==> config.mk <==
export PLATFORM = sky130hd
export DESIGN_NAME = mcp3202_spi_responder
export DESIGN_NICKNAME = d
export VERILOG_FILES = /design/src/rtl/mcp3202_spi_responder.sv
export SDC_FILE = /design/constraint.sdc
export NUM_CORES = 1
export LEC_CHECK = 0
export BUFFER_PORTS_ARGS = -buffer_cell sky130_fd_sc_hd__buf_4
export CAP_MARGIN = 20
export CELL_PAD_IN_SITES_DETAIL_PLACEMENT = 1
export CELL_PAD_IN_SITES_GLOBAL_PLACEMENT = 1
export CORE_UTILIZATION = 41
export CTS_CLUSTER_SIZE = 12
export DETAILED_ROUTE_END_ITERATION = 16
export PLACE_DENSITY_LB_ADDON = 0.12
export SKIP_LAST_GASP = 1
export SLEW_MARGIN = 20
export SYNTH_ARGS = -nofsm -noshare
export SYNTH_HDL_FRONTEND = slang
export SYNTH_SLANG_ARGS = --single-unit
==> constraint.sdc <==
create_clock -name i_clk -period 2.9 [get_ports i_clk]
set_input_delay 0.29 -clock i_clk [delete_from_list [all_inputs] [get_ports i_clk]]
set_output_delay 0.29 -clock i_clk [all_outputs]
set_load 0.05 [all_outputs]
==> src/rtl/mcp3202_spi_responder.sv <==
// Purpose : SPI slave modelling the MCP3202 ADC serial interface, clocked from i_clk.
// Latency : pin-to-edge SYNC_STAGES+1 clk; miso updates on the clk after a sck fall detect.
// Backpr. : none; the SPI master paces the frame, and extra sck edges after the frame are ignored.
//
// Ports:
//   i_clk, i_rst            system clock, synchronous active-high reset
//   i_sck, i_cs, i_mosi     asynchronous SPI pins from the master (i_cs active low)
//   i_ch0_data, i_ch1_data  12-bit channel sample values
//   o_miso, o_miso_oe       slave data out and its tri-state enable (synchronized ~cs)
//   o_cfg_sgl/odd/msbf      last captured command bits; o_cfg_vld pulses on MSBF capture
//   o_frame_done            pulses when the master has sampled the final data bit
//   o_busy                  FSM not idle
//   o_frame_cnt, o_abort_cnt  only when MCP3202_RESP_STATS_EN is defined
//
// Optional feature macro: MCP3202_RESP_STATS_EN (frame/abort statistics counters).
// MIN_HALF_CLKS documents the slowest-tracked sck half period; it only feeds the
// elaboration-time parameter check below.
`timescale 1ns/1ps

module mcp3202_spi_responder #(
  parameter int SYNC_STAGES   = 2,
  parameter int MIN_HALF_CLKS = 4
) (
  input  logic        i_clk,
  input  logic        i_rst,
  input  logic        i_sck,
  input  logic        i_cs,
  input  logic        i_mosi,
  input  logic [11:0] i_ch0_data,
  input  logic [11:0] i_ch1_data,
  output logic        o_miso,
  output logic        o_miso_oe,
  output logic        o_cfg_sgl,
  output logic        o_cfg_odd,
  output logic        o_cfg_msbf,
  output logic        o_cfg_vld,
  output logic        o_frame_done,
  output logic        o_busy
`ifdef MCP3202_RESP_STATS_EN
  ,
  output logic [15:0] o_frame_cnt,
  output logic [15:0] o_abort_cnt
`endif
);

  // miso must settle (SYNC_STAGES+1 clk after a fall) before the master's next rise.
  generate
    if (SYNC_STAGES < 2 || SYNC_STAGES > 3 || MIN_HALF_CLKS < SYNC_STAGES + 1) begin : g_bad_param
      $error("mcp3202_spi_responder: SYNC_STAGES must be 2..3 and MIN_HALF_CLKS >= SYNC_STAGES+1");
    end
  endgenerate

  typedef enum logic [2:0] {
    S_IDLE,
    S_WAIT_START,
    S_CFG,
    S_NULLB,
    S_MSB,
    S_LSB,
    S_DONE
  } state_t;

  // ---------------------------------------------------------------- synchronizers
  logic [SYNC_STAGES-1:0] r_sck_sync;
  logic [SYNC_STAGES-1:0] r_cs_sync;
  logic [SYNC_STAGES-1:0] r_mosi_sync;
  logic                   r_sck_d;
  logic                   r_cs_d;

  // cs resets to its inactive (high) level so leaving reset never fakes a cs edge.
  always_ff @(posedge i_clk) begin
    if (i_rst) begin
      r_sck_sync  <= '0;
      r_cs_sync   <= '1;
      r_mosi_sync <= '0;
      r_sck_d     <= 1'b0;
      r_cs_d      <= 1'b1;
    end else begin
      r_sck_sync  <= {r_sck_sync[SYNC_STAGES-2:0], i_sck};
      r_cs_sync   <= {r_cs_sync[SYNC_STAGES-2:0], i_cs};
      r_mosi_sync <= {r_mosi_sync[SYNC_STAGES-2:0], i_mosi};
      r_sck_d     <= r_sck_sync[SYNC_STAGES-1];
      r_cs_d      <= r_cs_sync[SYNC_STAGES-1];
    end
  end

  logic w_sck_s, w_cs_s, w_mosi_s;
  logic w_sck_rise, w_sck_fall, w_cs_rise;

  assign w_sck_s    = r_sck_sync[SYNC_STAGES-1];
  assign w_cs_s     = r_cs_sync[SYNC_STAGES-1];
  assign w_mosi_s   = r_mosi_sync[SYNC_STAGES-1];
  assign w_sck_rise = w_sck_s & ~r_sck_d;
  assign w_sck_fall = ~w_sck_s & r_sck_d;
  assign w_cs_rise  = w_cs_s & ~r_cs_d;

  // ---------------------------------------------------------------- state
  state_t      r_state, w_state_nxt;
  logic [3:0]  r_bit_cnt, w_bit_cnt_nxt;
  logic [11:0] r_sample, w_sample_nxt;
  logic        r_miso, w_miso_nxt;
  logic        r_cfg_sgl, w_cfg_sgl_nxt;
  logic        r_cfg_odd, w_cfg_odd_nxt;
  logic        r_cfg_msbf, w_cfg_msbf_nxt;
  logic        r_cfg_vld, w_cfg_vld_nxt;
  logic        r_frame_done, w_frame_done_nxt;

  // Bit select: MSB phase walks 11 down to 0, LSB phase walks 1 up to 11.
  logic [15:0] w_sample_ext;
  logic [3:0]  w_bit_idx;
  logic [3:0]  w_bit_cnt_inc;

  assign w_sample_ext  = {4'b0000, r_sample};
  assign w_bit_idx     = (r_state == S_MSB) ? (4'd11 - r_bit_cnt) : r_bit_cnt;
  assign w_bit_cnt_inc = (r_bit_cnt == 4'hF) ? r_bit_cnt : (r_bit_cnt + 4'd1);

  always_ff @(posedge i_clk) begin
    if (i_rst) begin
      r_state      <= S_IDLE;
      r_bit_cnt    <= 4'd0;
      r_sample     <= 12'd0;
      r_miso       <= 1'b0;
      r_cfg_sgl    <= 1'b0;
      r_cfg_odd    <= 1'b0;
      r_cfg_msbf   <= 1'b0;
      r_cfg_vld    <= 1'b0;
      r_frame_done <= 1'b0;
    end else begin
      r_state      <= w_state_nxt;
      r_bit_cnt    <= w_bit_cnt_nxt;
      r_sample     <= w_sample_nxt;
      r_miso       <= w_miso_nxt;
      r_cfg_sgl    <= w_cfg_sgl_nxt;
      r_cfg_odd    <= w_cfg_odd_nxt;
      r_cfg_msbf   <= w_cfg_msbf_nxt;
      r_cfg_vld    <= w_cfg_vld_nxt;
      r_frame_done <= w_frame_done_nxt;
    end
  end

  always_comb begin
    w_state_nxt      = r_state;
    w_bit_cnt_nxt    = r_bit_cnt;
    w_sample_nxt     = r_sample;
    w_miso_nxt       = r_miso;
    w_cfg_sgl_nxt    = r_cfg_sgl;
    w_cfg_odd_nxt    = r_cfg_odd;
    w_cfg_msbf_nxt   = r_cfg_msbf;
    w_cfg_vld_nxt    = 1'b0;
    w_frame_done_nxt = 1'b0;

    // cs deassertion takes priority over any sck edge seen on the same clk.
    if (w_cs_rise) begin
      w_state_nxt = S_IDLE;
      w_miso_nxt  = 1'b0;
    end else begin
      case (r_state)
        S_IDLE: begin
          w_miso_nxt = 1'b0;
          if (!w_cs_s) w_state_nxt = S_WAIT_START;
        end
        S_WAIT_START: begin
          // Leading zeros before the start bit are skipped.
          if (w_sck_rise && w_mosi_s) begin
            w_state_nxt   = S_CFG;
            w_bit_cnt_nxt = 4'd0;
          end
        end
        S_CFG: begin
          if (w_sck_rise) begin
            w_bit_cnt_nxt = w_bit_cnt_inc;
            case (r_bit_cnt)
              4'd0:    w_cfg_sgl_nxt = w_mosi_s;
              4'd1:    w_cfg_odd_nxt = w_mosi_s;
              default: begin
                w_cfg_msbf_nxt = w_mosi_s;
                w_cfg_vld_nxt  = 1'b1;
                // Channel is chosen by ODD alone; SGL only affects the analog mux of a real part.
                w_sample_nxt   = r_cfg_odd ? i_ch1_data : i_ch0_data;
                w_state_nxt    = S_NULLB;
              end
            endcase
          end
        end
        S_NULLB: begin
          if (w_sck_fall) begin
            w_miso_nxt    = 1'b0;
            w_bit_cnt_nxt = 4'd0;
            w_state_nxt   = S_MSB;
          end
        end
        S_MSB: begin
          if (w_sck_fall && r_bit_cnt < 4'd12) begin
            w_miso_nxt    = w_sample_ext[w_bit_idx];
            w_bit_cnt_nxt = w_bit_cnt_inc;
          end else if (w_sck_rise && r_bit_cnt == 4'd12) begin
            // Master has just sampled sample[0].
            if (r_cfg_msbf) begin
              w_frame_done_nxt = 1'b1;
              w_state_nxt      = S_DONE;
            end else begin
              w_bit_cnt_nxt = 4'd1;
              w_state_nxt   = S_LSB;
            end
          end
        end
        S_LSB: begin
          if (w_sck_fall && r_bit_cnt < 4'd12) begin
            w_miso_nxt    = w_sample_ext[w_bit_idx];
            w_bit_cnt_nxt = w_bit_cnt_inc;
          end else if (w_sck_rise && r_bit_cnt == 4'd12) begin
            w_frame_done_nxt = 1'b1;
            w_state_nxt      = S_DONE;
          end
        end
        S_DONE: begin
          if (w_sck_fall) w_miso_nxt = 1'b0;
        end
        default: begin
          w_state_nxt = S_IDLE;
          w_miso_nxt  = 1'b0;
        end
      endcase
    end
  end

  assign o_miso       = r_miso;
  assign o_miso_oe    = ~w_cs_s;
  assign o_cfg_sgl    = r_cfg_sgl;
  assign o_cfg_odd    = r_cfg_odd;
  assign o_cfg_msbf   = r_cfg_msbf;
  assign o_cfg_vld    = r_cfg_vld;
  assign o_frame_done = r_frame_done;
  assign o_busy       = (r_state != S_IDLE);

`ifdef MCP3202_RESP_STATS_EN
  logic [15:0] r_frame_cnt;
  logic [15:0] r_abort_cnt;
  logic        w_abort;

  // An abort is a cs release after the command started but before the frame finished.
  assign w_abort = w_cs_rise &&
                   (r_state == S_CFG || r_state == S_NULLB ||
                    r_state == S_MSB || r_state == S_LSB);

  always_ff @(posedge i_clk) begin
    if (i_rst) begin
      r_frame_cnt <= 16'd0;
      r_abort_cnt <= 16'd0;
    end else begin
      if (r_frame_done) r_frame_cnt <= r_frame_cnt + 16'd1;
      if (w_abort)      r_abort_cnt <= r_abort_cnt + 16'd1;
    end
  end

  assign o_frame_cnt = r_frame_cnt;
  assign o_abort_cnt = r_abort_cnt;
`endif

endmodule

Yosys cells after proc, flatten, opt, wreduce, memory -nomap -nowiden:

Cells that the tools add are included.

* register bits: 33
* input port bits: 29

* mux-type cells: 34
* bitwise logic cells: 13
* $add $sub $neg: 2
* magnitude comparators: 2
* reduce and logical (&&, ||, !) cells: 19
* eq/ne operators: 23

Operator list (count)
* 4-bit 2-to-1 mux: 9
* 3-bit 2-to-1 mux: 9
* 3-bit one-hot mux with 7 select lines: 1
* 4-bit one-hot mux with 5 select lines: 1
* 2-bit != test, second input constant: 9
* 12-bit 2-to-1 mux: 1
* 4-bit AND reduction: 3
* 1-bit NOT: 10
* 10-bit AND reduction: 1
* 2-bit OR reduction: 5
* 3-bit == test, second input constant: 3
* 1-bit 2-to-1 mux: 9
* 4-bit == test, second input constant: 2
* 8-bit AND reduction: 1
* 3-bit by 2-bit == test with 1-bit output, second input constant: 2
* 2-bit by 1-bit != test with 1-bit output, second input constant: 3
* 4-bit by 5-bit less-than comparator with 1-bit output, second input constant: 1
* 5-bit nonzero test: 1
* 4-bit by 1-bit adder with 4-bit output, second input constant: 1
* 1-bit binary-select mux with 4-bit select: 1
* 4-bit by 1-bit == test with 1-bit output, second input constant: 1
* 4-bit logical NOT: 1
* 4-bit less-than comparator, second input constant: 1
* 4-bit OR reduction: 1
* 12 further kinds: 16

Logic depth before layout (Yosys ltp):

Gate-level depths: netlist (run 1).

* word-level depth: 6
* mapped depth: 10

Worst setup path after synthesis (run 1):

Ideal clock, no wire load.

* path kind: reg-to-reg
* start point: register r_bit_cnt[0]
* end point: register r_sample[11]
* setup slack: 0.561 ns
* data required time: 2.765 ns
* arrival time: 2.204 ns
* cell stages (with the launch flop): 10
* cell sequence: dfxtp_1 > clkbuf_1 > clkinv_1 > ha_1 > o21a_1 > or4_4 > buf_6 > buf_6 > a21oi_1 > nor2_1

* cells in the longest elaborated chain, start to end: 4

RTL lines
* start: declaration: line 99 `logic [3:0] r_bit_cnt, w_bit_cnt_nxt;`
* start signal: assignment: line 130 `r_bit_cnt <= w_bit_cnt_nxt;`
* 4-bit by 1-bit == test with 1-bit output / 4-bit logical NOT (equally long branches): line 172 `case (r_bit_cnt)`
* 2-bit OR reduction (no source line) (*)
* 1-bit NOT (no source line) (*)
* 4-bit AND reduction (no source line) (*)
* end signal: assignment: line 131 `r_sample <= w_sample_nxt;`
* end: declaration: line 100 `logic [11:0] r_sample, w_sample_nxt;`

Every way passes the cells marked *; elsewhere a longest branch is shown, timed or not.
A chain may end at the register's enable or synchronous reset.

Worst setup path in the final report (run 1):

* start point: register r_state[2]
* end point: register r_miso (netlist: o_miso)

* cells in the longest elaborated chain, start to end: 6

RTL lines
* start: declaration: line 98 `state_t r_state, w_state_nxt;`
* start signal: assignment: line 129 `r_state <= w_state_nxt;`
* 3-bit == test: line 114, 157
* 4-bit 2-to-1 mux: line 114 `assign w_bit_idx = (r_state == S_MSB) ? (4'd11 - r_bit_cnt) : r_bit_cnt;`
* 1-bit binary-select mux with 4-bit select: line 194, 209
* 1-bit 2-to-1 mux (not written as such): line 194, 209
* 1-bit 2-to-1 mux: line 193, 208
* 1-bit one-hot mux with 3 select lines: line 157 `case (r_state)`
* end signal: assignment: line 132 `r_miso <= w_miso_nxt;`
* end: declaration: line 101 `logic r_miso, w_miso_nxt;`

Parallel ways exist; a longest one is shown, timed or not. The select of a mux whose other input is x is not followed.

==> impl_metrics.prom, run 1 <==
# TYPE chip_impl_metric gauge
chip_impl_metric{name="first_pass_grt_wire_length",unit="um"} 8690
chip_impl_metric{name="core_area",unit="mm2"} 0.00472
chip_impl_info{name="worst_setup_path_startpoint",value="r_state[2]"} 1
chip_impl_metric{name="syn_inst",unit=""} 238
chip_impl_metric{name="detail-route-antenna-nets",unit=""} 0
chip_impl_metric{name="drt_iter0_markers",unit=""} 154
chip_impl_metric{name="drc",unit=""} 0
chip_impl_metric{name="fin_setup_tns",unit="ns"} 0
chip_impl_metric{name="fmaxAchievable",unit="MHz"} 441
chip_impl_metric{name="floorplan.die.height",unit="um"} 72.3
chip_impl_metric{name="power.density_cell_area",unit="mW/mm2"} 522
chip_impl_metric{name="routed_via_density",unit=""} 5.57
chip_impl_metric{name="die_area",unit="mm2"} 0.00523
chip_impl_metric{name="hpwlAfterDp",unit="um"} 3870
chip_impl_metric{name="number_of_global_route_vias_before_repair",unit=""} 1828
chip_impl_metric{name="cts-resized-gates",unit=""} 0
chip_impl_metric{name="crit_arrival",unit="ns"} 2.45
chip_impl_metric{name="clock_skew",unit="ns"} 0.00501
chip_impl_metric{name="area.growth.synth_to_final",unit="%"} 20.3
chip_impl_metric{name="ctsHtreeMaxLevel",unit=""} 2
chip_impl_metric{name="clock_tree.buffer_depth",unit=""} 2
chip_impl_info{name="outcome",value="complete, no violations"} 1
chip_impl_metric{name="antenna_violations_before_repair",unit=""} 0
chip_impl_metric{name="edff_count_synth",unit=""} 0
chip_impl_metric{name="die_x",unit="um"} 72.3
chip_impl_metric{name="detailedPlace.worstSlack",unit="ns"} 0.681
chip_impl_metric{name="postSynth.asyncResetShare",unit=""} 0
chip_impl_metric{name="ys.warnings.count",unit=""} 0
chip_impl_metric{name="initial_util",unit=""} 0.429
chip_impl_metric{name="clk_transition_reported_paths",unit="ns"} 0.08
chip_impl_metric{name="required",unit="ns"} 3.08
chip_impl_metric{name="finalHoldViolCount",unit=""} 0
chip_impl_metric{name="grt_max_degree",unit=""} 31
chip_impl_metric{name="stdcell_area",unit="mm2"} 0.00244
chip_impl_metric{name="postSynthNetCount",unit=""} 272
chip_impl_metric{name="fin_crit_sh",unit=""} 0.782
chip_impl_metric{name="net-switching-power",unit="W"} 0.000411
chip_impl_metric{name="post_synth.cell_area_avg",unit="um2"} 8.51
chip_impl_metric{name="swShare",unit=""} 0.323
chip_impl_info{name="critical_path_class",value="reg2reg"} 1
chip_impl_info{name="reg2reg_from",value="r_state[2]"} 1
chip_impl_metric{name="min_period",unit="ns"} 2.27
chip_impl_info{name="worstSetupEndpointType",value="register"} 1
chip_impl_metric{name="firstDrtPassIters",unit=""} 4
chip_impl_metric{name="synth-seq-area-share",unit=""} 0.326
chip_impl_metric{name="gpl.final_weighted_congestion",unit=""} 0.772
chip_impl_metric{name="route.detailed.wl_per_inst",unit="um"} 15.6
chip_impl_metric{name="seq_power_share",unit=""} 0.396
chip_impl_info{name="clock_tree.root_cell",value="clkbuf_8"} 1
chip_impl_metric{name="max-cap-violations",unit=""} 0
chip_impl_info{name="start_kind",value="register"} 1
chip_impl_info{name="worst_hold_path_type",value="in2reg"} 1
chip_impl_metric{name="max_transition_margin",unit=""} 0.511
chip_impl_info{name="mostFrequentLayoutCell",value="buf_4"} 1
chip_impl_metric{name="synth_seq_cells",unit=""} 33
chip_impl_metric{name="p_leak",unit="nW"} 0.931
chip_impl_metric{name="critical_path.max_fanout",unit=""} 17
chip_impl_metric{name="global_routing_usage_summed_across_all_routing_layers",unit=""} 0.215
chip_impl_metric{name="report.final.setup_viol",unit=""} 0
chip_impl_metric{name="cts.hold.buffers_added",unit=""} 0
chip_impl_metric{name="worst_skew_pair.late_latency",unit="ns"} 0.29
chip_impl_metric{name="detailroute.via_count",unit=""} 1882
chip_impl_metric{name="cts_made_buffers",unit=""} 5
chip_impl_metric{name="fill_cell_total_of_the_finished_layout",unit=""} 575
chip_impl_info{name="tritoncts",value="done"} 1
chip_impl_metric{name="layout.nets",unit=""} 304
chip_impl_info{name="synth_flop_cell",value="dfxtp_1"} 1
chip_impl_metric{name="number_of_slew_limit_violations_in_the_final_report",unit=""} 0
chip_impl_metric{name="insertedDiodeCount",unit=""} 0
chip_impl_metric{name="power.clock.fraction",unit=""} 0.351
chip_impl_metric{name="postLayoutSetupSlackWorst",unit="ns"} 0.631
chip_impl_metric{name="cts.sinks",unit=""} 33
chip_impl_metric{name="pwr-share-comb",unit=""} 0.253
chip_impl_metric{name="port_buffers",unit=""} 36
chip_impl_metric{name="mappedNetlistArea",unit="mm2"} 0.00203
chip_impl_info{name="rsz0062_at_grt",value="false"} 1
chip_impl_info{name="worst_hold_startpoint",value="i_cs"} 1
chip_impl_metric{name="worst_pin_slew",unit="ns"} 0.733
chip_impl_metric{name="drive_gt1_frac",unit=""} 0.295
chip_impl_metric{name="route.final.wire_length",unit="um"} 5260
chip_impl_metric{name="placement_rows",unit=""} 25
chip_impl_metric{name="power_report.internal_total",unit="W"} 0.000861
chip_impl_metric{name="cts_post_setup_buffers_inserted",unit=""} 0
chip_impl_metric{name="floorplan.io_pins",unit=""} 37
chip_impl_metric{name="worst_ir_drop_vdd",unit="uV"} 241
chip_impl_metric{name="number_of_different_library_cells_in_the_post_synthesis_netlist",unit=""} 53
chip_impl_info{name="top_library_cells_by_usage_in_the_layout_fill_and_taps_aside",value="43 x buf_4, 33 x dfxtp_1, 24 x nor2_1"} 1
chip_impl_metric{name="globalRoute.totalOverflow",unit=""} 0
chip_impl_metric{name="placed_cell_area",unit="mm2"} 0.00232
==> logic make-up (layout without fill, tap and decap cells) <==
family                   after synthesis  after routing  share of synthesized area
multiplexers                          18             18                      0.101
adder cells (fa/ha/maj)                5              5                     0.0309
AO/OA/AOI/OAI                         63             63                      0.209
AND/OR/NAND/NOR                       95             95                      0.267
buffers and inverters                 24             57                     0.0661
flip-flops                            33             33                      0.326
==> Yosys cell counts, drive strengths merged (2+ instances only) <==
cell type | number | area share
buf | 9 | 0.038
mux2i | 16 | 0.079
nand2 | 13 | 0.024
nor2 | 36 | 0.084
or3b | 3 | 0.013
nor4bb | 2 | 0.0099
or3 | 3 | 0.0093
inv | 4 | 0.0074
ha | 5 | 0.031
a41o | 2 | 0.0099
dfxtp | 33 | 0.33
nand4 | 4 | 0.012
clkinv | 2 | 0.0037
or4 | 2 | 0.0093
clkbuf | 9 | 0.017
o21ai | 12 | 0.030
nor3b | 2 | 0.0099
a22oi | 2 | 0.0074
o2111ai | 2 | 0.0086
nand3 | 4 | 0.0099
a211oi | 5 | 0.021
nor2b | 11 | 0.034
a21oi | 28 | 0.080
or2 | 4 | 0.012
and4 | 2 | 0.0086
o311ai | 2 | 0.0086
mux4 | 2 | 0.022
nor3 | 4 | 0.0099
==> path summary, 6_finish.rpt <==
check                       to  slack [ns]  cells after the start
hold reg to reg   r_cs_sync[1]        0.41                      1
setup / recovery        o_miso        0.63                      5
hold / removal    r_cs_sync[0]        0.19                      2
setup reg to reg        o_miso        0.63                      5
==> registers in the layout, indices dropped and copies added (netlist names) <==
register      count
r_bit_cnt         4
o_cfg_msbf        1
r_sck_sync        2
o_cfg_odd         1
r_cs_sync         2
r_cs_d            1
r_mosi_sync       2
o_frame_done      1
o_cfg_vld         1
o_cfg_sgl         1
r_sample         12
o_miso            1
r_state           3
r_sck_d           1
==> power groups by stage <==
stage | Combinational (W) | Clock, W | Sequential, W
final | 0.000322 | 0.000446 | 0.000504
after global routing | 0.000353 | 0.000476 | 0.000510
after CTS | 0.000323 | 0.000451 | 0.000504
after detailed placement | 0.000321 | 0 | 0.000514
after global placement | 0.000317 | 0 | 0.000514
after floorplan | 0.000243 | 0 | 0.000491
==> metrics by stage <==
| stage | hold slack [ns] | util | cells | total power, W |
|---|---|---|---|---|
| after floorplan | 0.389 | - | 238 | 0.000734 |
| after global placement | 0.391 | 0.491 | 330 | 0.000830 |
| after detailed placement | 0.397 | 0.491 | 330 | 0.000835 |
| after CTS | 0.181 | 0.516 | 338 | 0.00128 |
| after global routing | 0.178 | 0.516 | 338 | 0.00134 |
| final | 0.187 | 0.516 | 338 | 0.00127 |
==> metal layers <==
layer | track usage | part of all wire
met1 | 0.289 | 0.46
met5 | 0 | 0
met2 | 0.336 | 0.48
met4 | 0.0893 | 0.015
met3 | 0.0431 | 0.043
==> critical path: stages, from the launching register on <==
cell      delay, ns
dfxtp_1        0.66
or3b_1         0.61
nor2_1         0.24
o311ai_0       0.17
a41o_1         0.24
a41o_1         0.24
==> cell type report <==
cell class / instances / area (um2) / area share
clock buffers: 5 / 68.8 / 0.0282
clock inverters: 3 / 46.3 / 0.0190
inverters: 6 / 22.5 / 0.00924
multi-input cells: 181 / 1230 / 0.505
flip-flops and latches: 33 / 661 / 0.271
well taps: 67 / 83.8 / 0.0344
repair buffers: 43 / 323 / 0.133
(Power assumes the default switching activity.)
==> run 2: changes to the inputs <==
Clock period 2.9 ns to 2.1 ns, I/O delays scaled along.
==> impl_metrics.prom, run 2 (same netlist as run 1, synthesis figures left out) <==
# TYPE chip_impl_metric gauge
chip_impl_info{name="outcome",value="complete, no violations"} 1
chip_impl_metric{name="report.final.setup_viol",unit=""} 0
chip_impl_metric{name="crit_arrival",unit="ns"} 2.21
chip_impl_metric{name="globalRoute.totalOverflow",unit=""} 0
chip_impl_metric{name="drive_gt1_frac",unit=""} 0.369
chip_impl_info{name="worstSetupEndpointType",value="register"} 1
chip_impl_info{name="tritoncts",value="done"} 1
chip_impl_info{name="regMostFlops",value="r_sample"} 1
chip_impl_metric{name="net-switching-power",unit="W"} 0.000587
chip_impl_info{name="worst_hold_startpoint",value="i_cs"} 1
chip_impl_metric{name="power.clock.fraction",unit=""} 0.338
chip_impl_metric{name="layout.core_utilization",unit=""} 0.549
chip_impl_metric{name="clock_skew",unit="ns"} 0.00908
chip_impl_metric{name="fmaxAchievable",unit="MHz"} 491
chip_impl_metric{name="power_report.internal_total",unit="W"} 0.00122
chip_impl_metric{name="drc",unit=""} 0
chip_impl_metric{name="die_area",unit="mm2"} 0.00523
chip_impl_metric{name="placement_rows",unit=""} 25
chip_impl_metric{name="port_buffers",unit=""} 36
chip_impl_info{name="clock_tree.root_cell",value="clkbuf_8"} 1
chip_impl_metric{name="area.growth.synth_to_final",unit="%"} 28.1
chip_impl_info{name="timing.critical_path.max_delay_family",value="compound AO/OA/AOI/OAI gates"} 1
chip_impl_info{name="cp_cell_sequence",value="or3b_1 > buf_4 > nor3_1 > o21ai_0 > a41o_1 > a41o_1"} 1
chip_impl_metric{name="fill_cell_total_of_the_finished_layout",unit=""} 578
chip_impl_info{name="worst_hold_path_type",value="in2reg"} 1
chip_impl_metric{name="clk_transition_reported_paths",unit="ns"} 0.08
chip_impl_metric{name="fin_crit_sh",unit=""} 0.970
chip_impl_metric{name="core_area",unit="mm2"} 0.00472
chip_impl_metric{name="floorplan.die.height",unit="um"} 72.3
chip_impl_metric{name="cts_made_buffers",unit=""} 5
chip_impl_metric{name="largest_register_ffs",unit=""} 12
chip_impl_metric{name="first_pass_grt_wire_length",unit="um"} 9270
chip_impl_info{name="top_library_cells_by_usage_in_the_layout_fill_and_taps_aside",value="59 x buf_4, 30 x dfxtp_1, 24 x nor2_1"} 1
chip_impl_metric{name="number_of_global_route_vias_before_repair",unit=""} 1937
chip_impl_metric{name="required",unit="ns"} 2.28
chip_impl_metric{name="p_leak",unit="nW"} 1.01
chip_impl_metric{name="min_period",unit="ns"} 2.04
chip_impl_metric{name="grt_max_degree",unit=""} 31
chip_impl_info{name="cpMostUsedCell",value="a41o_1"} 1
chip_impl_metric{name="routed_via_density",unit=""} 5.47
chip_impl_metric{name="cts_post_setup_buffers_inserted",unit=""} 0
chip_impl_metric{name="detailedPlace.worstSlack",unit="ns"} 0.0401
chip_impl_metric{name="worst_skew_pair.late_latency",unit="ns"} 0.29
chip_impl_metric{name="route.detailed.wl_per_inst",unit="um"} 15.5
chip_impl_info{name="start_kind",value="register"} 1
chip_impl_metric{name="insertedDiodeCount",unit=""} 0
chip_impl_metric{name="layout.nets",unit=""} 320
chip_impl_metric{name="fin_setup_tns",unit="ns"} 0
chip_impl_metric{name="clock_tree.buffer_depth",unit=""} 2
chip_impl_metric{name="worst_pin_slew",unit="ns"} 0.491
chip_impl_metric{name="pwr-share-comb",unit=""} 0.278
chip_impl_info{name="rsz0062_at_grt",value="false"} 1
chip_impl_metric{name="placed_cells_incl_taps",unit=""} 346
chip_impl_metric{name="antenna_violations_before_repair",unit=""} 0
chip_impl_metric{name="max-cap-violations",unit=""} 0
chip_impl_metric{name="critical_path.max_fanout",unit=""} 9
chip_impl_metric{name="floorplan.io_pins",unit=""} 37
chip_impl_metric{name="worst_ir_drop_vdd",unit="uV"} 394
chip_impl_info{name="mostFrequentLayoutCell",value="buf_4"} 1
chip_impl_metric{name="cts.sinks",unit=""} 33
chip_impl_metric{name="path_buf_inv",unit=""} 1
chip_impl_info{name="critical_path.slowest_cell",value="or3b_1"} 1
chip_impl_metric{name="detail-route-antenna-nets",unit=""} 0
chip_impl_info{name="reg2reg_from",value="r_state[0]"} 1
chip_impl_metric{name="finalNonFillerCells",unit=""} 354
chip_impl_metric{name="swShare",unit=""} 0.324
chip_impl_metric{name="gpl.final_weighted_congestion",unit=""} 0.788
chip_impl_metric{name="global_routing_usage_summed_across_all_routing_layers",unit=""} 0.229
chip_impl_info{name="critical_path_class",value="reg2reg"} 1
chip_impl_metric{name="ctsHtreeMaxLevel",unit=""} 2
chip_impl_info{name="largestRegisters",value="r_sample (12), r_bit_cnt (4), r_state (3)"} 1
chip_impl_metric{name="power.density_cell_area",unit="mW/mm2"} 697
chip_impl_metric{name="detailroute.via_count",unit=""} 1935
chip_impl_metric{name="initial_util",unit=""} 0.429
chip_impl_info{name="worst_setup_path_startpoint",value="r_state[0]"} 1
chip_impl_metric{name="route.final.wire_length",unit="um"} 5480
chip_impl_metric{name="max_transition_margin",unit=""} 0.669
chip_impl_metric{name="postLayoutSetupSlackWorst",unit="ns"} 0.0626
chip_impl_metric{name="hpwlAfterDp",unit="um"} 4100
chip_impl_metric{name="die_x",unit="um"} 72.3
chip_impl_metric{name="finalPower",unit="W"} 0.00181
chip_impl_metric{name="number_of_slew_limit_violations_in_the_final_report",unit=""} 0
chip_impl_metric{name="firstDrtPassIters",unit=""} 5
chip_impl_metric{name="drt_iter0_markers",unit=""} 53
chip_impl_metric{name="finalHoldViolCount",unit=""} 0
chip_impl_metric{name="seq_power_share",unit=""} 0.384
chip_impl_metric{name="critical-path-max-stage-delay",unit="ns"} 0.47
==> run 2: routing by layer <==
metal / up-vias / GRT usage / share of wire / wire length [um]
met2: 43 / 0.395 / 0.48 / 2640
met3: 4 / 0.0375 / 0.034 / 189
met4: 0 / 0.0654 / 0.0091 / 50
li1: 961 / - / - / -
met1: 927 / 0.295 / 0.48 / 2610
met5: - / 0 / 0 / 0
==> run 2: path summary, 6_finish.rpt <==
| path | end | slack [ns] | depth (start not counted) |
|---|---|---|---|
| hold reg to reg | r_cs_sync[1] | 0.43 | 1 |
| setup / recovery | o_miso | 0.06 | 6 |
| setup reg to reg | o_miso | 0.06 | 6 |
| hold / removal | r_cs_sync[0] | 0.11 | 2 |
==> run 2: final cells by class <==
| class | count | area (um2) | area share |
|---|---|---|---|
| inverter | 6 | 23.8 | 0.00916 |
| sequential | 33 | 664 | 0.256 |
| clock buffer | 5 | 68.8 | 0.0265 |
| tap | 67 | 83.8 | 0.0323 |
| clock inverter | 3 | 46.3 | 0.0178 |
| timing repair buffer | 59 | 443 | 0.171 |
| multi-input combinational | 181 | 1260 | 0.487 |
==> run 2: power groups by stage <==
stage,clock network [W],registers [W],logic [W]
final,0.000612,0.000694,0.000504
after global routing,0.000654,0.000696,0.000551
after CTS,0.000626,0.000689,0.000486
after detailed placement,0,0.000703,0.000479
after global placement,0,0.000701,0.000473
after floorplan,0,0.000679,0.000353
==> run 2: repair_timing <==
item,in CTS,in global routing
hold buffers,0,0
endpoints found under the setup margin,0,8
gates resized for setup,0,12
==> run 2: metrics by stage <==
| step | cell area (um2) | hold WS, ns |
|---|---|---|
| floorplan | 2040 | 0.314 |
| global placement | 2440 | 0.392 |
| detailed placement | 2440 | 0.408 |
| CTS | 2560 | 0.102 |
| global route | 2590 | 0.0978 |
| finish | 2590 | 0.111 |
==> run 3: changes to the inputs <==
Settings changed: CORE_MARGIN from default to 2, GPL_TIMING_DRIVEN from default to 0.
==> impl_metrics.prom, run 3 (same netlist as run 1, synthesis figures left out) <==
# TYPE chip_impl_metric gauge
chip_impl_metric{name="grt_max_degree",unit=""} 13
chip_impl_metric{name="timing.hold.ws",unit="ns"} 0.0905
chip_impl_metric{name="fin_setup_tns",unit="ns"} -0.0623
chip_impl_metric{name="clock_skew",unit="ns"} 0.00535
chip_impl_metric{name="core_area",unit="mm2"} 0.00475
chip_impl_metric{name="report.final.setup_viol",unit=""} 2
chip_impl_info{name="regMostFlops",value="r_sample"} 1
chip_impl_metric{name="largest_register_ffs",unit=""} 12
chip_impl_info{name="worst_hold_path_type",value="in2reg"} 1
chip_impl_metric{name="floorplan.die.height",unit="um"} 74.3
chip_impl_info{name="violations",value="negative setup slack"} 1
chip_impl_metric{name="number_of_slew_limit_violations_in_the_final_report",unit=""} 0
chip_impl_metric{name="crit_arrival",unit="ns"} 2.31
chip_impl_info{name="worstSetupEndpointType",value="register"} 1
chip_impl_metric{name="firstDrtPassIters",unit=""} 4
chip_impl_metric{name="clock_tree.buffer_depth",unit=""} 2
chip_impl_metric{name="antenna_violations_before_repair",unit=""} 0
chip_impl_metric{name="finalHoldViolCount",unit=""} 0
chip_impl_info{name="mostFrequentLayoutCell",value="buf_4"} 1
chip_impl_metric{name="required",unit="ns"} 2.26
chip_impl_metric{name="worst_pin_slew",unit="ns"} 0.647
chip_impl_metric{name="hpwlAfterDp",unit="um"} 4100
chip_impl_metric{name="port_buffers",unit=""} 36
chip_impl_metric{name="power.density_cell_area",unit="mW/mm2"} 677
chip_impl_metric{name="fin_crit_sh",unit=""} 1.02
chip_impl_metric{name="drive_gt1_frac",unit=""} 0.408
chip_impl_metric{name="route.detailed.wl_per_inst",unit="um"} 17.8
chip_impl_metric{name="reg2reg_slack",unit="ns"} -0.05
chip_impl_info{name="worst_setup_path_startpoint",value="r_state[1]"} 1
chip_impl_metric{name="worst_ir_drop_vdd",unit="uV"} 326
chip_impl_info{name="largestRegisters",value="r_sample (12), r_bit_cnt (4), r_state (3)"} 1
chip_impl_info{name="start_kind",value="register"} 1
chip_impl_metric{name="critical_path.max_fanout",unit=""} 8
chip_impl_metric{name="fmaxAchievable",unit="MHz"} 465
chip_impl_metric{name="clk_transition_reported_paths",unit="ns"} 0.08
chip_impl_metric{name="ctsHtreeMaxLevel",unit=""} 2
chip_impl_metric{name="max-cap-violations",unit=""} 0
chip_impl_metric{name="layout.nets",unit=""} 325
chip_impl_metric{name="postLayoutSetupSlackWorst",unit="ns"} -0.0497
chip_impl_metric{name="worst_skew_pair.late_latency",unit="ns"} 0.30
chip_impl_metric{name="min_period",unit="ns"} 2.15
chip_impl_metric{name="routed_via_density",unit=""} 5.62
chip_impl_metric{name="floorplan.io_pins",unit=""} 37
chip_impl_info{name="reg2reg_from",value="r_state[1]"} 1
chip_impl_metric{name="initial_util",unit=""} 0.426
chip_impl_metric{name="die_area",unit="mm2"} 0.00552
chip_impl_metric{name="drc",unit=""} 0
chip_impl_metric{name="cts_made_buffers",unit=""} 5
chip_impl_metric{name="cts.sinks",unit=""} 33
chip_impl_info{name="top_library_cells_by_usage_in_the_layout_fill_and_taps_aside",value="45 x buf_4, 27 x dfxtp_1, 19 x nor2_1"} 1
chip_impl_metric{name="number_of_global_route_vias_before_repair",unit=""} 1888
chip_impl_metric{name="die_x",unit="um"} 74.3
chip_impl_info{name="critical_path_class",value="reg2reg"} 1
chip_impl_info{name="worst_hold_startpoint",value="i_cs"} 1
chip_impl_info{name="outcome",value="complete, but fails checks"} 1
chip_impl_info{name="rsz0062_at_grt",value="true"} 1
chip_impl_metric{name="first_pass_grt_wire_length",unit="um"} 9240
chip_impl_metric{name="detail-route-antenna-nets",unit=""} 0
chip_impl_metric{name="area.growth.synth_to_final",unit="%"} 40.0
chip_impl_metric{name="globalRoute.totalOverflow",unit=""} 0
chip_impl_metric{name="p_leak",unit="nW"} 1.07
chip_impl_metric{name="route.final.wire_length",unit="um"} 6390
chip_impl_metric{name="global_routing_usage_summed_across_all_routing_layers",unit=""} 0.218
chip_impl_metric{name="insertedDiodeCount",unit=""} 0
chip_impl_metric{name="drt_iter0_markers",unit=""} 123
chip_impl_metric{name="detailroute.via_count",unit=""} 2018
chip_impl_metric{name="cts.hold.buffers_added",unit=""} 0
chip_impl_info{name="tritoncts",value="done"} 1
chip_impl_metric{name="max_transition_margin",unit=""} 0.569
chip_impl_metric{name="gpl.final_weighted_congestion",unit=""} 0.890
chip_impl_metric{name="placement_rows",unit=""} 25
chip_impl_info{name="clock_tree.root_cell",value="clkbuf_8"} 1
run 3: changes by cell type in the layout (fill, tap and decap cells not counted), moves of 3 or more:
cell      change
a21oi_1       -6
a21oi_4       +5
buf_4        -14
buf_6         +3
clkbuf_1      +8
dfxtp_1       -3
nor2_1        -5
nor2_2        -4
nor2_4        +9
run 3: critical path, cell delays in order (launching register included):
cell	delay, ns
dfxtp_2	0.33
buf_6	0.12
or3b_4	0.38
buf_6	0.13
or4_4	0.63
buf_12	0.19
mux2i_1	0.18
nor2_1	0.07
run 3: metal layers:
layer | track usage | vias up | part of all wire
met1 | 0.293 | 997 | 0.44
li1 | - | 973 | -
met5 | 0 | - | 0
met3 | 0.0285 | 12 | 0.025
met2 | 0.359 | 36 | 0.52
met4 | 0.0774 | 0 | 0.017
run 3: worst paths after layout:
| kind | depth (start not counted) | to |
|---|---|---|
| min reg2reg | 1 | r_cs_sync[1] |
| min | 2 | r_cs_sync[0] |
| max reg2reg | 7 | o_cfg_msbf |
| max | 7 | o_cfg_msbf |
run 3: repair_timing:
action / in CTS / in global routing
buffers inserted: 2 / 8
cloned: 0 / 2
gates resized for setup: 11 / 49
setup endpoints to repair: 20 / 20
pin swaps: 0 / 22
run 3: where the power goes:
group / internal [W] / leakage [nW] / switching (W)
sequential: 0.000654 / 0.271 / 0.0000383
clock: 0.000355 / 0.0543 / 0.000277
combinational: 0.000261 / 0.742 / 0.000333
run 3: cell type report:
type                            instances  area (um2)
Clock inverter                          3        46.3
Tap cell                               67        83.8
Timing Repair Buffer                   48         403
Fill cell                             563        1920
Buffer                                 16         126
Multi-Input combinational cell        181        1410
Sequential cell                        33         671
Clock buffer                            5        68.8
Inverter                                6        32.5
run 3: per-stage QoR:
step	utilization	setup slack, ns	instance area [um2]	power [W]	cells
after floorplan	-	0.0171	2040	0.00103	238
after global placement	0.503	-0.281	2390	0.00118	341
after detailed placement	0.503	-0.282	2390	0.00118	341
after CTS	0.533	-0.00212	2530	0.00184	350
after global routing	0.597	-0.0954	2840	0.00200	359
final	0.597	-0.0497	2840	0.00192	359
